<file path="src/rtl/seg_scan_if.sv">
// Load handshake and multiplexed-display bus for the digit scan controller.
// The master drives control and load data; the slave (controller) drives the display strobes.
interface seg_scan_if #(
  parameter int N_DIGITS = 4
);
  logic                    enable;
  logic                    lzb_en;
  logic                    load_valid;
  logic [4*N_DIGITS-1:0]   load_data;
  logic                    load_ready;
  logic [3:0]              bcd;
  logic [N_DIGITS-1:0]     digit_sel;
  logic                    frame_tick;

  modport master (
    output enable, lzb_en, load_valid, load_data,
    input  load_ready, bcd, digit_sel, frame_tick
  );

  modport slave (
    input  enable, lzb_en, load_valid, load_data,
    output load_ready, bcd, digit_sel, frame_tick
  );
endinterface

</file>
<file path="src/rtl/seg_scan_ctrl.sv">
// Time-multiplexed BCD display scanner: blank gap, then dwell on each digit in turn.
// New values are double-buffered so a frame always shows a single consistent value.
module seg_scan_ctrl #(
  parameter int N_DIGITS     = 4,
  parameter int DWELL_CYCLES = 50000,
  parameter int BLANK_CYCLES = 500
) (
  input  logic      clk,
  input  logic      rst_n,
  seg_scan_if.slave bus
);
  localparam int CNT_MAX = (DWELL_CYCLES > BLANK_CYCLES) ? DWELL_CYCLES : BLANK_CYCLES;
  localparam int CNT_W   = $clog2(CNT_MAX + 1);
  localparam int IDX_W   = $clog2(N_DIGITS);

  typedef enum logic [1:0] {IDLE, BLANK, SHOW} state_t;

  state_t                state;
  logic [CNT_W-1:0]      cnt;
  logic [IDX_W-1:0]      idx;
  logic [4*N_DIGITS-1:0] disp;
  logic [4*N_DIGITS-1:0] pend;
  logic                  pfull;
  logic                  xfer;
  logic                  boundary;
  logic                  pfull_nx;

  // Digit k is suppressed when it and every more significant nibble are zero; digit 0 always shows.
  function automatic logic [3:0] show_nibble(input logic [4*N_DIGITS-1:0] d,
                                             input logic [IDX_W-1:0]      k,
                                             input logic                  lzb);
    logic lead;
    lead = 1'b1;
    for (int j = 0; j < N_DIGITS; j++)
      if (j >= int'(k) && d[4*j +: 4] != 4'h0) lead = 1'b0;
    if (lzb && k != '0 && lead) return 4'hF;
    return d[4*int'(k) +: 4];
  endfunction

  assign xfer     = bus.load_valid & bus.load_ready;
  assign boundary = bus.enable && state == SHOW && cnt == '0 && idx == IDX_W'(N_DIGITS - 1);

  always_comb begin
    pfull_nx = pfull;
    if (boundary)                pfull_nx = 1'b0;
    if (xfer && state != IDLE)   pfull_nx = 1'b1;
  end

  always_ff @(posedge clk or negedge rst_n) begin
    if (!rst_n) begin
      state          <= IDLE;
      cnt            <= '0;
      idx            <= '0;
      disp           <= '0;
      pend           <= '0;
      pfull          <= 1'b0;
      bus.digit_sel  <= '0;
      bus.bcd        <= 4'hF;
      bus.frame_tick <= 1'b0;
      bus.load_ready <= 1'b0;
    end else begin
      bus.frame_tick <= 1'b0;
      pfull          <= pfull_nx;
      // A boundary copy only happens with pending full, which keeps load_ready low, so it never meets a transfer.
      if (xfer && state == IDLE) disp <= bus.load_data;
      if (xfer && state != IDLE) pend <= bus.load_data;
      if (boundary && pfull)     disp <= pend;

      if (!bus.enable) begin
        state          <= IDLE;
        cnt            <= '0;
        idx            <= '0;
        bus.digit_sel  <= '0;
        bus.bcd        <= 4'hF;
        bus.load_ready <= 1'b1;
      end else begin
        bus.load_ready <= !pfull_nx;
        case (state)
          IDLE: begin
            state <= BLANK;
            cnt   <= CNT_W'(BLANK_CYCLES - 1);
          end
          BLANK: begin
            if (cnt == '0) begin
              state         <= SHOW;
              cnt           <= CNT_W'(DWELL_CYCLES - 1);
              bus.digit_sel <= N_DIGITS'(1) << idx;
              bus.bcd       <= show_nibble(disp, idx, bus.lzb_en);
            end else begin
              cnt <= cnt - 1'b1;
            end
          end
          SHOW: begin
            if (cnt == '0) begin
              state         <= BLANK;
              cnt           <= CNT_W'(BLANK_CYCLES - 1);
              bus.digit_sel <= '0;
              bus.bcd       <= 4'hF;
              if (idx == IDX_W'(N_DIGITS - 1)) begin
                idx            <= '0;
                bus.frame_tick <= 1'b1;
              end else begin
                idx <= idx + 1'b1;
              end
            end else begin
              cnt     <= cnt - 1'b1;
              bus.bcd <= show_nibble(disp, idx, bus.lzb_en);
            end
          end
          default: begin
            state <= IDLE;
            cnt   <= '0;
            idx   <= '0;
          end
        endcase
      end
    end
  end
endmodule

</file>
<file path="src/flat_wrapper.sv">
// flat-port wrapper written by rule: the top's interface ports become plain ports
module seg_scan_ctrl_flat 
#(
  parameter int N_DIGITS     = 4,
  parameter int DWELL_CYCLES = 50000,
  parameter int BLANK_CYCLES = 500
)
  (clk, rst_n, bus_enable, bus_lzb_en, bus_load_valid, bus_load_data, bus_load_ready, bus_bcd, bus_digit_sel, bus_frame_tick);
  seg_scan_if #(.N_DIGITS(N_DIGITS)) bus_i ();
  input  logic clk;
  input  logic rst_n;
  input wire logic [$bits(bus_i.enable)-1:0] bus_enable;
  input wire logic [$bits(bus_i.lzb_en)-1:0] bus_lzb_en;
  input wire logic [$bits(bus_i.load_valid)-1:0] bus_load_valid;
  input wire logic [$bits(bus_i.load_data)-1:0] bus_load_data;
  output wire logic [$bits(bus_i.load_ready)-1:0] bus_load_ready;
  output wire logic [$bits(bus_i.bcd)-1:0] bus_bcd;
  output wire logic [$bits(bus_i.digit_sel)-1:0] bus_digit_sel;
  output wire logic [$bits(bus_i.frame_tick)-1:0] bus_frame_tick;
  assign bus_i.enable = bus_enable;
  assign bus_i.lzb_en = bus_lzb_en;
  assign bus_i.load_valid = bus_load_valid;
  assign bus_i.load_data = bus_load_data;
  assign bus_load_ready = bus_i.load_ready;
  assign bus_bcd = bus_i.bcd;
  assign bus_digit_sel = bus_i.digit_sel;
  assign bus_frame_tick = bus_i.frame_tick;
  seg_scan_ctrl #(.N_DIGITS(N_DIGITS), .DWELL_CYCLES(DWELL_CYCLES), .BLANK_CYCLES(BLANK_CYCLES)) u_core (.clk(clk), .rst_n(rst_n), .bus(bus_i));
endmodule
</file>
<file path="config.mk">
export PLATFORM = sky130hd
export DESIGN_NAME = seg_scan_ctrl_flat
export DESIGN_NICKNAME = d
export VERILOG_FILES = /design/src/rtl/seg_scan_if.sv /design/src/rtl/seg_scan_ctrl.sv /design/src/flat_wrapper.sv
export SDC_FILE = /design/constraint.sdc
export NUM_CORES = 1
export LEC_CHECK = 0
export ABC_AREA = 1
export CAP_MARGIN = 20
export CORE_UTILIZATION = 30
export CTS_BUF_LIST = sky130_fd_sc_hd__clkbuf_16
export DETAILED_ROUTE_END_ITERATION = 6
export SETUP_SLACK_MARGIN = 0.02
export SLEW_MARGIN = 20
export SYNTH_ARGS = -nofsm -noshare
export SYNTH_HDL_FRONTEND = slang
export SYNTH_SLANG_ARGS = --single-unit
</file>
<file path="constraint.sdc">
create_clock -name clk -period 2.2 [get_ports clk]
set_input_delay 0.33 -clock clk [delete_from_list [all_inputs] [get_ports clk]]
set_output_delay 0.33 -clock clk [all_outputs]
set_load 0.01 [all_outputs]
</file>
Word-level counts from Yosys, hierarchy flattened --
Cells that the tools add are included.
Cells by class: multiply operators 0, shift-type cells 2, bitwise gates (word level) 1, order comparisons 3, multiplexer cells 51, reduce and logical (&&, ||, !) cells 27, divide/modulo/power cells 0, add/sub/neg operators 2, equality and inequality tests 7
Operator list (count):
- 16-bit 2-to-1 mux | 5
- 16-bit case mux with 3 select lines | 1
- 4-bit 2-to-1 mux | 10
- 1-bit 2-to-1 mux | 25
- 16-bit zero test | 1
- 4-bit case mux with 2 select lines | 2
- 4-bit nonzero test | 4
- 16-bit by 5-bit variable part select with 4-bit output | 1
- 16-bit by 1-bit subtractor with 16-bit output, second input constant | 1
- 1-bit logical AND | 12
- 2-bit 2-to-1 mux | 6
- 2-bit case mux with 3 select lines | 1
- 2-bit AND reduction | 3
- 2-bit nonzero test | 3
- 2-bit == test, second input constant | 2
- 1-bit by 2-bit greater-or-equal comparator with 1-bit output, first input constant | 2
- 2-bit case mux with 2 select lines | 1
- 1-bit by 2-bit left shift with 4-bit output, first input constant | 1
- 3-bit by 1-bit inequality test with 1-bit output, second input constant | 1
- 3-bit by 2-bit inequality test with 1-bit output, second input constant | 1
- 3-bit inequality test, second input constant | 1
- 3-bit AND reduction | 1
- 2-bit by 1-bit adder with 2-bit output, second input constant | 1
- 2-bit by 1-bit == test with 1-bit output, second input constant | 1
- other kinds (6) | 6
Word-level totals: memory bits (writable) 0, word-level logic and storage cells 103, bits in read-only memories 0, bits in latches 0, register bits after elaboration 63, memories 0

Depth between registers and ports, before layout --
depth in word-level cells 18, gate-level depth with buffers 12, mapped depth without buffers 12

Worst setup path before layout --
OpenSTA, ideal clock, no wires.
path type reg-to-reg, start point reg u_core.idx[1], end point reg u_core.disp[10], arrival 1389 ps, required time 2084 ps, slack 695 ps, buffers on the path 1, cell stages (with the launch flop) 8, period minus slack after synthesis 1505 ps, cell sequence dfrtp_1 ha_1 nand2_2 nor2_8 nand4_4 buf_2 nand3_1 nand2_1
On the way: cells in the longest elaborated chain, start to end 4, elaborated cells between the ends (all ways) 5, classes of those cells eq/ne: 1; mux: 1; reduce/logical: 3
RTL lines:
- from (decl) | line seg_scan_ctrl.sv:20 | logic [IDX_W-1:0] idx;
- from (signal assigned) | line seg_scan_ctrl.sv:103 | idx <= idx + 1'b1;
- 2-bit == test * | line seg_scan_ctrl.sv:41 | assign boundary = bus.enable && state == SHOW && cnt == '0 && idx == IDX_W'(N_DIGITS - 1);
- 1-bit logical AND * | line seg_scan_ctrl.sv:41
- 1-bit logical AND * | line seg_scan_ctrl.sv:67 | if (boundary && pfull) disp <= pend;
- 16-bit 2-to-1 mux / 2-bit nonzero test (equally long branches)
- to (signal assigned) | line seg_scan_ctrl.sv:65 | if (xfer && state == IDLE) disp <= bus.load_data;
- to (signal assigned) | line seg_scan_ctrl.sv:67
- to (decl) | line seg_scan_ctrl.sv:21 | logic [4*N_DIGITS-1:0] disp;
Every way passes the cells marked *; elsewhere a longest branch is shown, timed or not. A chain may end at the register's enable or synchronous reset.

Final worst setup path --
start point reg u_core.idx[0], end point reg u_core.disp[8]
The elaborated chain is that of the path after synthesis.

==> reports/metrics.yaml <==
outcome: "complete, but fails checks"
violations: "hold timing"
insertion_delay_ns: 0.33
grt_pass1_wl_microns: 14200
antenna_found_initial: 0
first_global_vias: 2986
drtAntennaViolNets: 0
ys_top_cells_by_count: "nand2_1 (134), nor2_1 (61), dfrtp_1 (59)"
die_h_microns: 111
via_count: 2984
totalWireLength_microns: 7870
intPower_mw: 2.66
synth_seq_cells: 63
synth_cell_types: 31
ctsHoldBuffers: 0
synth_ff_type: "dfrtp_1"
hold_ws_ns: -0.00550
yosysMostFrequentCell: "nand2_1"
drc: 0
synth_cells: 479
synthDominantCellAreaShare: 0.411
crit_required_ns: 2.41
io_pins: 31
finalSetupViolCount: 0
busiest_layer: "met2"
area.growth.synth_to_final_pct: 20.2
initial_utilization: 0.311
place.gp.congestion: 0.815
cp.arrival_ns: 2.07
p_comb_frac: 0.257
track_usage: 0.142
period_needed_ns: 1.86
cp.depth: 6
utilization: 0.373
synth_nets: 507
global_route.usage.met1: 0.192
dpl_cell_area_sq_mm: 0.00404
slew_headroom: 0.705
min_path_type: "input port to asynchronous set/reset pin"
overflow: 0
cp_slowest_cell: "dfrtp_1"
dpl_worst_slack_ns: 0.133
die_w_microns: 111
crit_type: "flop to flop"
dr.first_iter.drc_count: 189
portBuffers: 30
synth-async-reset-ratio: 1.00
cts_buffer_depth: 2
cp-start-kind: "flop"
tns_ns: 0
hold_violations: 2
rows: 39
use_met2: 0.218
coreArea_sq_mm: 0.0116
p_switching_mw: 1.31
yosys_warnings: 0
end_kind: "flop"
cts_tree: "done"
design_area_sq_mm: 0.00432
synth_edf_count: 0
die-area_sq_mm: 0.0124
crit_chain: "ha_1, nand2_2, nor2_8, nand4_4, nand3_1, nand2_1"
synth_area_per_cell_sq_um: 7.50
ir_drop_v: 0.000321
antenna_cells: 0
seq_area_frac_synth: 0.440
cts_resized: 0
path_buf_inv: 0
finalCritPeriodShare: 0.846
fin_ws_ns: 0.338
rr_worst_depth: 6
cts.sinks: 63
swShare: 0.331
rsz0062_at_grt: "no"
cts.clk_slew.worst_paths_ns: 0.06
worstMarginPinSlew_ns: 0.441
cts_buffers: 9
drive_above_1_share: 0.133
cts_max_level: 3
grt_max_degree: 64
wl_per_cell_microns: 11.9
pwr-share-seq: 0.411
clock_skew_ns: 0.0118
pwr-share-clk: 0.332
postCtsSetupBuffers: 0
yosysTopAreaCell: "dfrtp_1"
drv_slew: 0
yosys-top-cells-area: "dfrtp_1 (41%), nand2_1 (14%), nor2_1 (6.4%)"
dp_hpwl_microns: 5700
fin_nets: 541
fmax_mhz: 537
dr.pass1.iters: 4
crit_fanout: 32
cts_root_buffer: "clkbuf_16"
crit_family: "simple AND/OR/NAND/NOR gates"
slowest_delay_ns: 0.56
cap_violations: 0
leakage_nw: 2.19
syn_area_sq_mm: 0.00359
grtUsageMet3: 0.0267
power.density_mw_per_mm2: 920
via_per_inst: 4.51
==> worst paths after layout <==
kind                                               from                 endpoint  slack (ns)
worst max-delay path                      u_core.idx[0]           u_core.disp[8]        0.34
worst min-delay path                              rst_n           u_core.pend[2]      -0.006
worst max register to register            u_core.idx[0]           u_core.disp[8]        0.34
worst min register to register  u_core.bus.digit_sel[0]  u_core.bus.digit_sel[0]        0.48
max in group asynchronous                         rst_n        u_core.bus.bcd[0]        1.86
min in group clk                u_core.bus.digit_sel[0]  u_core.bus.digit_sel[0]        0.48
==> sequential cells by signal, indices dropped and copies added, names as in the netlist <==
signal and cells:
u_core.cnt 16, u_core.disp 16, u_core.pend 16, u_core.bus.bcd 4, u_core.bus.digit_sel 4, u_core.idx 2, u_core.state 2, u_core.bus.frame_tick 1
u_core.bus.load_ready 1, u_core.pfull 1
==> cell usage in the layout (no fill, tap or decap), types with 5 or more instances in the layout <==
cell type	n
nand2_1	134
ha_1	7
o21ai_2	5
inv_1	56
a21oi_1	22
dfrtp_1	59
nand3_1	41
inv_2	7
o21ai_0	5
nor2_1	61
nor2_2	10
or2_2	7
clkbuf_16	9
clkdlybuf4s50_1	29
nand4_1	18
buf_4	5
==> power groups by stage <==
stage          Sequential (mW)  Clock [mW]  Combinational, mW
6_report                  1.63        1.32               1.02
5_1_grt                   1.67        1.42               1.19
4_1_cts                   1.63        1.37               1.03
3_5_place_dp              1.65           0               1.03
3_3_place_gp              1.65           0              0.997
2_1_floorplan             1.63           0              0.727
==> through the flow <==
step | power [mW] | std cells
final | 3.97 | 661
after floorplan | 2.35 | 479
after detailed placement | 2.68 | 645
after global placement | 2.65 | 645
after CTS | 4.04 | 661
after global routing | 4.29 | 661
==> cell families after synthesis <==
group | Yosys count | share of synthesized area
buffers and inverters | 76 | 0.0888
XOR/XNOR | 8 | 0.0195
AND/OR/NAND/NOR | 287 | 0.365
flip-flops | 63 | 0.440
adder cells (fa/ha/maj) | 7 | 0.0244
AO/OA/AOI/OAI | 38 | 0.0620
==> final cells by class <==
| class | count | area (sq um) |
|---|---|---|
| timing repair buffer | 36 | 353 |
| inverter | 63 | 236 |
| sequential | 63 | 1580 |
| clock inverter | 7 | 52.6 |
| multi-input combinational | 340 | 1690 |
| clock buffer | 9 | 225 |
| fill | 1191 | 7250 |
| tap | 143 | 179 |
==> routing by layer <==
metal,wire length [microns],part of all wire,vias to the layer above
li1,-,-,1573
met1,3970,0.51,1362
met2,3530,0.45,45
met3,279,0.035,4
met4,84,0.011,0
met5,0,0,-
Power figures use the tool's default switching activity.
